===== src/rtl/pipe_skid_reg.sv =====
// Elastic valid/ready pipeline stage with a main and a skid register.
// in_ready depends only on state flops plus reset/flush, so no in->out combinational path exists.
module pipe_skid_reg #(
    parameter int n = 32
) (
    input  logic         clk,
    input  logic         reset,
    input  logic         flush,
    input  logic         in_valid,
    output logic         in_ready,
    input  logic [n-1:0] in_data,
    output logic         out_valid,
    input  logic         out_ready,
    output logic [n-1:0] out_data,
    output logic [1:0]   count
);

    typedef enum logic [1:0] {
        EMPTY = 2'd0,
        ONE   = 2'd1,
        TWO   = 2'd2
    } state_t;

    state_t       state_reg, state_next;
    logic [n-1:0] main_reg, main_next;
    logic [n-1:0] skid_reg, skid_next;
    logic         in_fire, out_fire;

    always_comb begin
        out_valid = (state_reg == ONE) || (state_reg == TWO);
        in_ready  = ((state_reg == EMPTY) || (state_reg == ONE)) && !reset && !flush;
        out_data  = main_reg;
        in_fire   = in_valid && in_ready;
        out_fire  = out_valid && out_ready;
        case (state_reg)
            ONE:     count = 2'd1;
            TWO:     count = 2'd2;
            default: count = 2'd0;
        endcase
    end

    always_comb begin
        state_next = state_reg;
        main_next  = main_reg;
        skid_next  = skid_reg;
        case (state_reg)
            EMPTY: begin
                if (in_fire) begin
                    state_next = ONE;
                    main_next  = in_data;
                end
            end
            ONE: begin
                if (in_fire && out_fire) begin
                    main_next = in_data;
                end else if (in_fire) begin
                    state_next = TWO;
                    skid_next  = in_data;
                end else if (out_fire) begin
                    state_next = EMPTY;
                end
            end
            TWO: begin
                // Skid word moves up so arrival order is preserved.
                if (out_fire) begin
                    state_next = ONE;
                    main_next  = skid_reg;
                end
            end
            default: state_next = EMPTY;
        endcase
    end

    always_ff @(posedge clk) begin
        if (reset) begin
            state_reg <= EMPTY;
            main_reg  <= '0;
            skid_reg  <= '0;
        end else if (flush) begin
            // Data registers keep their contents; only validity is dropped.
            state_reg <= EMPTY;
        end else begin
            state_reg <= state_next;
            main_reg  <= main_next;
            skid_reg  <= skid_next;
        end
    end

endmodule


===== config.mk =====
export PLATFORM = sky130hd
export DESIGN_NAME = pipe_skid_reg
export DESIGN_NICKNAME = d
export VERILOG_FILES = /design/src/rtl/pipe_skid_reg.sv
export SDC_FILE = /design/constraint.sdc
export NUM_CORES = 1
export LEC_CHECK = 0
export ABC_CLOCK_PERIOD_IN_PS = 1900
export BUFFER_PORTS_ARGS = -buffer_cell sky130_fd_sc_hd__buf_2
export CAP_MARGIN = 40
export CORE_MARGIN = 2
export CORE_UTILIZATION = 48
export DETAILED_ROUTE_END_ITERATION = 7
export PLACE_DENSITY = 0.73
export SYNTH_ARGS = -nofsm -noshare
export SYNTH_HDL_FRONTEND = slang
export SYNTH_SLANG_ARGS = --single-unit
export TNS_END_PERCENT = 1

===== constraint.sdc =====
create_clock -name clk -period 1.9 [get_ports clk]
set_clock_uncertainty 0.2 [all_clocks]
set_input_delay 0 -clock clk [delete_from_list [all_inputs] [get_ports clk]]
set_output_delay 0 -clock clk [all_outputs]
set_load 0.01 [all_outputs]

# ---- Word level (Yosys, flattened, before mapping)
# Index checks and enable logic that the tools add are counted.
dict set report word_totals {
  reg_bits 66
  inputBits 37
  output_inout_bits 36
}
dict set report op_classes {
  n_eq_ne 7
  n_mux 11
  bitwise_logic 2
  n_reduce_logical 15
}
# op count
set op_table {}
lappend op_table {{32-bit 2-to-1 mux} 3}
lappend op_table {{32-bit one-hot mux with 3 select lines} 1}
lappend op_table {{2-bit 2-to-1 mux} 5}
lappend op_table {{4-bit AND reduction} 2}
lappend op_table {{2-bit inequality test, second input constant} 3}
lappend op_table {{2-bit one-hot mux with 3 select lines} 1}
lappend op_table {{1-bit logical AND} 5}
lappend op_table {{5-bit AND reduction} 1}
lappend op_table {{2-bit one-hot mux with 2 select lines} 1}
lappend op_table {{3-bit inequality test, second input constant} 1}
lappend op_table {{3-bit nonzero test} 1}
lappend op_table {{2-bit by 1-bit equality test with 1-bit output, second input constant} 1}
lappend op_table {{2-bit equality test, second input constant} 1}
lappend op_table {{1-bit zero test} 2}
lappend op_table {{2-bit zero test} 1}
lappend op_table {{1-bit logical OR} 2}
lappend op_table {{2-bit by 1-bit inequality test with 1-bit output, second input constant} 1}
lappend op_table {{1-bit inverter} 2}
lappend op_table {{2-bit OR reduction} 1}

# ---- Longest topological paths before layout
# Gate-level depths: netlist of run 1.
dict set report depth {
  depth_word 8
  ltp_mapped 9
  mapped_depth_nobuf 6
}

# ---- Least setup slack after synthesis of run 1
# Ideal clock, no wire load.
dict set report synth_timing {
  path_kind {reg-to-reg}
  from {register state_reg[0]}
  to {register main_reg[10] (netlist: out_data[10])}
  setup_ps 146
  t_arrival_ps 1835
  path_slack_ps -281
  stages_incl_launch_ff 10
  period_less_slack_ps 2181
  cell_sequence {dfxtp_1 > inv_1 > ha_1 > buf_2 > nor2b_1 > nor3_1 > and2_1 > buf_4 > buf_6 > a211oi_2}
}
dict set report synth_between {
  elab_chain_len 8
  word_cells_on_any_way 16
}
# item line
set synth_lines {}
lappend synth_lines {{from (decl)} 24} ;# state_t state_reg, state_next;
lappend synth_lines {{from (signal assigned)} 83} ;# state_reg <= state_next;
lappend synth_lines {{2-bit by 1-bit equality test with 1-bit output / 2-bit zero test (equally long branches)} {30, 31, 46}}
lappend synth_lines {{1-bit logical OR} 31} ;# in_ready = ((state_reg == EMPTY) || (state_reg == ONE)) && !reset && !flush;
lappend synth_lines {{1-bit logical AND (2 in series)} 31}
lappend synth_lines {{1-bit logical AND} 33} ;# in_fire = in_valid && in_ready;
lappend synth_lines {{1-bit logical AND} 54} ;# if (in_fire && out_fire) begin
lappend synth_lines {{2-bit by 1-bit inequality test with 1-bit output (no line)} -}
lappend synth_lines {{5-bit AND reduction (no line)} -}
lappend synth_lines {{to (signal assigned)} 84} ;# main_reg <= main_next;
lappend synth_lines {{to (decl)} 25} ;# logic [n-1:0] main_reg, main_next;
# Parallel ways exist; a longest one is shown, timed or not.
# A chain may end at the register's enable or synchronous reset.

# ---- Final worst setup path of run 1
dict set report layout_timing {
  from {register state_reg[1]}
  to {register main_reg[5] (netlist: out_data[5])}
}
# Same word-level chain as after synthesis.

==> reports/metrics.cfg, run 1 <==
[outcome]
outcome=finished clean

[final_layout]
fillerInstances=473
drive_gt1_share_pct=33.6
layout.cells.non_filler=503
area.growth.synth_to_final_pct=36.6
multiInputGateArea_mm2=0.00155
nets=466
n_antenna_cell=0
final-seq-area_mm2=0.00133

[power_and_ir_drop]
vdd_drop_max_v=0.000496
total_power_mw=3.14
power.density_mw_per_mm2=771
p_leak_nw=1.52

[global_route]
grt_max_degree=65
track_usage_pct=22.0
grt_pass1_wl_um=12300
grt_overflow_total=0
antenna_found_initial=0
grt_pass1_vias=2700

[yosys]
synth_common_cells=nand2_1, dfxtp_1, a21oi_1
yosysTopAreaCell=dfxtp_1
avgSynthCellArea_um2=9.38
seq_area_frac_synth_pct=44.3
synth_top_area_share_pct=44.3
syn_nets=361
syn_inst=318
ys_seq_elements=66
yosys_warnings=0
yosys-top-cells-area=dfxtp_1, a211oi_2, mux2i_1
syn_area_mm2=0.00298
async_reset_ff_share_pct=0
synthDistinctLibCells=27
ys.flop_type=dfxtp_1
synth_edf_count=0
yosysMostFrequentCell=nand2_1

[cts]
cts_buffer_depth=2
cts_root_buffer=clkbuf_8
cts_sinks=66
cts.reportedPaths.clkPinSlew_ns=0.07
cts_tree=built
clk_latency_ns=0.34
cts_max_level=3
numCtsBuffers=9
post-cts-setup-buffers=0

[die]
dieArea_mm2=0.00686
dieWidth_um=82.8
start_util_pct=50.1
rows=28
ios=73
fp.dieH_um=82.8
core_area_mm2=0.00596

[sta]
hold_viol=0
post-route-min-period_ns=1.84
clock.fmax_mhz=542
worst_pin_slew_ns=0.850
setup_viol=0
setup_tns_ns=0
period_share_pct=97.1
rsz0062_at_grt=yes
fin_worst_hold_slack_ns=0.0671
drv_slew=0
maxSlewHeadroom_pct=43.4

[critical_path]
crit_required_ns=1.89
cp_top_family=buffers and inverters
slowest_delay_ns=0.39
slowest_stage=dfxtp_4
crit_chain=inv_2 > ha_2 > buf_4 > o22ai_2 > and2_4 > buf_4 > a211oi_2
crit_buf_inv=3
start_kind=flop
path_depth=7
ff2ff_path_depth=7
crit_type=flop to flop
crit_arrival_ns=1.84
rrSetupSlack_ns=0.06
cpMostUsedCell=buf_4
worstSetupEndpointType=flop
path_max_fanout=8

[routing]
drt_iter0_markers=125
wl_um=7490
wl_per_cell_um=14.9
vias=2655
vias_per_cell=5.28
ant_nets=0
drc=0
drt-pass1-iter-count=6

[placement]
dpl.hpwl_um=4650
gp_congestion=0.771
io_buffer_count=72
dp.cells=451

[min_path]
hold_path.class=primary input to flop
hold_path_depth=5

[job]
cap_violations=0

-- layout make-up --
cell class	count	share of cell area, %
multi-input cells	221	38.1
clock buffers	13	4.42
clock inverters	3	1.07
repair buffers	122	21.2
inverters	3	0.276
well taps	75	2.30
flip-flops and latches	66	32.6
-- kinds of logic (layout without fill, tap and decap cells) --
kind of cell | after synthesis | in the layout | share of synthesized area (%)
XOR/XNOR | 1 | 1 | 0.294
AO/OA/AOI/OAI | 103 | 103 | 25.6
flip-flops | 66 | 66 | 44.3
multiplexers | 34 | 34 | 11.5
adder cells (fa/ha/maj) | 6 | 6 | 2.52
AND/OR/NAND/NOR | 77 | 77 | 10.4
buffers and inverters | 31 | 141 | 5.50
-- worst min-delay path, cell delays in order --
cell      delay, ns
buf_2          0.12
nor3_4         0.05
buf_4          0.17
a21oi_1        0.16
a211oi_1       0.06
-- worst paths after layout --
path                  end         start
max           out_data[5]  state_reg[1]
min          out_data[29]         flush
max reg2reg   out_data[5]  state_reg[1]
min reg2reg  skid_reg[22]  skid_reg[22]
-- power by group --
group / internal, mW / switching [mW] / total [mW]
Combinational: 0.190 / 0.208 / 0.398
Sequential: 1.42 / 0.0244 / 1.45
Clock: 0.758 / 0.541 / 1.30
-- metrics by stage --
stage / utilization (%) / setup slack [ns] / area (µm²)
2_1_floorplan: - / 0.0116 / 3060
3_3_place_gp: 58.2 / 0.0721 / 3470
3_5_place_dp: 58.2 / 0.0165 / 3470
4_1_cts: 68.1 / 0.0238 / 4060
5_1_grt: 68.4 / -0.0333 / 4080
6_report: 68.4 / 0.0555 / 4080
-- routing by layer --
| layer | vias to the layer above | global-route usage, % | share of wire (%) | wire length [µm] |
|---|---|---|---|---|
| li1 | 1323 | - | - | - |
| met1 | 1245 | 27.2 | 43 | 3260 |
| met2 | 71 | 36.4 | 50 | 3740 |
| met3 | 16 | 4.87 | 4.5 | 335 |
| met4 | 0 | 10.7 | 2.0 | 150 |
| met5 | - | 0 | 0 | 0 |
-- cell usage in the layout, fill, tap and decap left out, drive strengths merged, types with 3 or more instances in the layout --
cell type / count
dlygate4sd3: 36
inv: 3
clkbuf: 13
a21oi: 65
dfxtp: 66
buf: 86
ha: 6
mux2i: 33
nor2: 3
a211oi: 32
nand2: 67
-- what timing repair did --
action                                  4_1_cts  5_1_grt
hold buffers                                 36        0
gates resized for setup                       3        5
hold endpoints to repair                     66        0
endpoints found under the setup margin        1       42
(Power assumes the default switching activity.)
==> run 2, diff against run 1 <==
--- a/config.mk
+++ b/config.mk
@@ -11,7 +11,7 @@
 export CORE_MARGIN = 2
 export CORE_UTILIZATION = 48
 export DETAILED_ROUTE_END_ITERATION = 7
-export PLACE_DENSITY = 0.73
+export PLACE_DENSITY = 0.76
 export SYNTH_ARGS = -nofsm -noshare
 export SYNTH_HDL_FRONTEND = slang
 export SYNTH_SLANG_ARGS = --single-unit
==> reports/metrics.cfg, run 2 (synthesis results as in run 1) <==
[sta]
maxSlewHeadroom_pct=58.4
period_share_pct=97.1
drv_slew=0
setup_viol=0
clock.fmax_mhz=542
worst_pin_slew_ns=0.624
hold_viol=0
fin_worst_hold_slack_ns=0.0594
post-route-min-period_ns=1.84
rsz0062_at_grt=yes

[power_and_ir_drop]
swShare_pct=26.3
total_power_mw=2.87
power_frac_clock_pct=35.8
vdd_drop_max_v=0.000480
comb_power_share_pct=13.7
p_leak_nw=1.49
power.density_mw_per_mm2=713
switching_power_mw=0.754
p_int_mw=2.11
pwr-share-seq_pct=50.5

[critical_path]
crit_required_ns=1.96
crit_type=flop to flop
slowest_delay_ns=0.34
crit_chain=buf_4 > ha_4 > nor2b_4 > nor3_4 > buf_4 > a21oi_1 > a211oi_2
path_max_fanout=17
crit_arrival_ns=1.90
cp_top_family=buffers and inverters
start_kind=flop
slowest_stage=dfxtp_2
worstSetupEndpointType=flop
cpMostUsedCell=buf_4
crit_buf_inv=2

[final_layout]
layout_common_cells=buf_2, nand2_1, a21oi_1, dfxtp_1, dlygate4sd3_1
nets=467
layout_commonest_cell=buf_2
area.growth.synth_to_final_pct=34.8
stdcell_area_mm2=0.00402
n_antenna_cell=0
fillerInstances=519
drive_gt1_share_pct=34.0

[routing]
drc=0
vias=2712
wl_per_cell_um=14.6
drt_iter0_markers=116
wl_um=7360
ant_nets=0
drt-pass1-iter-count=5
vias_per_cell=5.38

[cts]
post-cts-setup-buffers=0
numCtsBuffers=9
cts_root_buffer=clkbuf_8
cts_buffer_depth=2
cts_max_level=3
clk_latency_ns=0.34
cts.reportedPaths.clkPinSlew_ns=0.07
cts_tree=built
cts_sinks=66

[die]
rows=28
ios=73
fp.dieH_um=82.8
start_util_pct=50.1
dieArea_mm2=0.00686
dieWidth_um=82.8
core_area_mm2=0.00596

[global_route]
grt_overflow_total=0
track_usage_pct=22.0
grt_pass1_wl_um=12400
antenna_found_initial=0
grt_max_degree=47
grt_pass1_vias=2726

[placement]
gp_congestion=0.827
placed_cell_area_mm2=0.00349
dpl.hpwl_um=4700
io_buffer_count=72

[outcome]
outcome=finished clean

[min_path]
hold_path.class=primary input to flop

[job]
cap_violations=0

[run 2: layout make-up]
class                      count  area [µm²]  area share, %
clock buffer                  11         141           3.52
clock inverter                 5        28.8          0.716
inverter                       3        11.3          0.280
multi-input combinational    221        1550           38.6
sequential                    66        1330           33.0
tap                           75        93.8           2.33
timing repair buffer         123         868           21.6
[run 2: what timing repair did]
action	in CTS	in global routing
gates resized for setup	0	2
hold endpoints to repair	66	0
setup endpoints to repair	0	46
hold buffers	35	0
[run 2: stage by stage]
| stage | setup WS (ns) | instances | setup TNS [ns] | utilization (%) |
|---|---|---|---|---|
| after floorplan | 0.0116 | 318 | 0 | - |
| after global placement | 0.100 | 453 | 0 | 58.7 |
| after detailed placement | 0.0505 | 453 | 0 | 58.7 |
| after CTS | 0.000676 | 504 | 0 | 67.4 |
| after global routing | -0.0288 | 504 | -0.157 | 67.5 |
| final | 0.0560 | 504 | 0 | 67.5 |
[run 2: final timing paths]
kind / depth (start not counted) / start / slack [ns] / endpoint
max: 7 / state_reg[1] / 0.06 / out_data[0]
min: 5 / out_ready / 0.06 / state_reg[0]
max reg2reg: 7 / state_reg[1] / 0.06 / out_data[0]
min reg2reg: 2 / skid_reg[20] / 0.26 / skid_reg[20]
[run 2: per-layer routing]
metal / vias to the layer above / share of wire, % / global-route usage (%)
met4: 0 / 1.4 / 7.30
met3: 10 / 4.7 / 6.96
met5: - / 0 / 0
met2: 74 / 49 / 37.8
met1: 1297 / 45 / 25.9
li1: 1331 / - / -
[run 2: worst min-delay path, stage by stage]
cell	delay (ns)
buf_2	0.13
nor2b_4	0.14
a21oi_1	0.07
o21ai_1	0.12
mux2i_1	0.08
[run 2: power by group through the flow]
stage | Sequential (mW) | Clock, mW | Combinational (mW)
finish | 1.45 | 1.03 | 0.393
global route | 1.45 | 1.12 | 0.427
CTS | 1.45 | 1.06 | 0.391
detailed placement | 1.48 | 0 | 0.335
global placement | 1.48 | 0 | 0.328
floorplan | 1.49 | 0 | 0.195
==> run 3, diff against run 2 <==
--- a/config.mk
+++ b/config.mk
@@ -8,6 +8,7 @@
 export ABC_CLOCK_PERIOD_IN_PS = 1900
 export BUFFER_PORTS_ARGS = -buffer_cell sky130_fd_sc_hd__buf_2
 export CAP_MARGIN = 40
+export CORE_ASPECT_RATIO = 0.7
 export CORE_MARGIN = 2
 export CORE_UTILIZATION = 48
 export DETAILED_ROUTE_END_ITERATION = 7
==> reports/metrics.cfg, run 3 (synthesis results as in run 1) <==
[routing]
vias=2678
wl_um=7880
ant_nets=0
drt_iter0_markers=156
drc=0
drt-pass1-iter-count=4
vias_per_cell=5.32
wl_per_cell_um=15.7

[critical_path]
worstSetupEndpointType=flop
crit_chain=dlygate4sd3_1 > buf_2 > or3b_1 > o22ai_4 > and2_4 > clkbuf_16 > a211oi_2
crit_arrival_ns=1.85
worstSetupStartpoint=flush
r2r-end=out_data[0]
rrSetupSlack_ns=0.08
ff2ff_path_depth=6
crit_required_ns=1.89
crit_type=primary input to flop
slowest_stage=dlygate4sd3_1
r2r-start=state_reg[1]
slowest_delay_ns=0.54
start_kind=primary input
path_max_fanout=12
endpoint=out_data[18]

[final_layout]
post-route-util_pct=69.3
layout.cells.non_filler=503
n_antenna_cell=0
area.growth.synth_to_final_pct=36.3
layout_commonest_cell=buf_2
nets=467
drive_gt1_share_pct=33.4
layout_common_cells=buf_2, nand2_1, a21oi_1, dfxtp_1, dlygate4sd3_1

[power_and_ir_drop]
p_int_mw=2.08
vdd_drop_max_v=0.000411
switching_power_mw=0.739
comb_power_share_pct=14.5
power_frac_clock_pct=34.2
swShare_pct=26.2
p_leak_nw=1.50
pwr-share-seq_pct=51.3
power.density_mw_per_mm2=694

[die]
fp.dieH_um=70.0
rows=23
ios=73
dieWidth_um=98.2
dieArea_mm2=0.00687
start_util_pct=50.8
core_area_mm2=0.00587

[sta]
setup_tns_ns=0
fin_ws_ns=0.0377
hold_viol=0
post-route-min-period_ns=1.86
drv_slew=0
clock.fmax_mhz=537
period_share_pct=98.0
maxSlewHeadroom_pct=44.0
worst_pin_slew_ns=0.840
fin_worst_hold_slack_ns=0.255
setup_viol=0

[global_route]
track_usage_pct=23.1
grt_pass1_vias=2664
grt_overflow_total=0
grt_pass1_wl_um=12600
antenna_found_initial=0
grt_max_degree=65

[cts]
cts_tree=built
cts_buffer_depth=2
cts_max_level=3
cts_sinks=66
cts_root_buffer=clkbuf_8
cts.reportedPaths.clkPinSlew_ns=0.07
clk_latency_ns=0.34
numCtsBuffers=9
post-cts-setup-buffers=0

[min_path]
min_from=skid_reg[27]
hold_path.class=flop to flop

[placement]
dpl.hpwl_um=4650
dp.cells=451
dp_slack_ns=0.0113
gp_congestion=0.860
io_buffer_count=72

[outcome]
outcome=finished clean

[job]
cap_violations=0

-- run 3: worst min-delay path by stage --
stage | endpoint | slack (ns) | cells past startpoint
finish | skid_reg[27] | 0.25 | 2
global route | skid_reg[1] | 0.24 | 4
CTS | skid_reg[16] | 0.24 | 4
detailed placement | skid_reg[1] | 0.06 | 3
global placement | skid_reg[29] | 0.05 | 3
floorplan | skid_reg[0] | -0.06 | 2
-- run 3: critical path: cells and delay by family --
family,cells,cell delay [ns]
buffers and inverters,3,0.89
AO/OA/AOI/OAI,2,0.27
AND/OR/NAND/NOR,2,0.69
-- run 3: what timing repair did --
| action | 4_1_cts | 5_1_grt |
|---|---|---|
| pin swaps | 0 | 2 |
| setup endpoints to repair | 1 | 35 |
| endpoints found under the hold margin | 66 | 0 |
| gates resized for setup | 1 | 11 |
| cloned | 0 | 1 |
| hold buffers | 36 | 0 |
-- run 3: final cells by class --
type | count | area [µm²]
clock inverter | 3 | 17.5
sequential | 66 | 1330
tap | 75 | 93.8
fill | 477 | 1800
multi-input combinational | 221 | 1560
clock buffer | 12 | 135
inverter | 3 | 11.3
timing repair buffer | 123 | 920
-- run 3: power groups by stage --
| stage | combinational, mW | sequential (mW) | clock (mW) |
|---|---|---|---|
| 6_report | 0.409 | 1.45 | 0.965 |
| 3_5_place_dp | 0.332 | 1.48 | 0 |
| 2_1_floorplan | 0.195 | 1.49 | 0 |
| 4_1_cts | 0.390 | 1.45 | 0.992 |
| 5_1_grt | 0.443 | 1.45 | 1.04 |
| 3_3_place_gp | 0.324 | 1.48 | 0 |
-- run 3: routing by layer --
layer / GRT usage [%] / part of all wire [%]
met1: 28.8 / 46
met2: 38.5 / 48
met3: 7.01 / 5.2
met4: 7.46 / 1.3
met5: 0 / 0
-- run 3: through the flow --
stage	power [mW]	cell area, µm²
2_1_floorplan	1.69	3060
3_3_place_gp	1.80	3490
3_5_place_dp	1.81	3490
4_1_cts	2.83	4010
5_1_grt	2.93	4070
6_report	2.82	4070
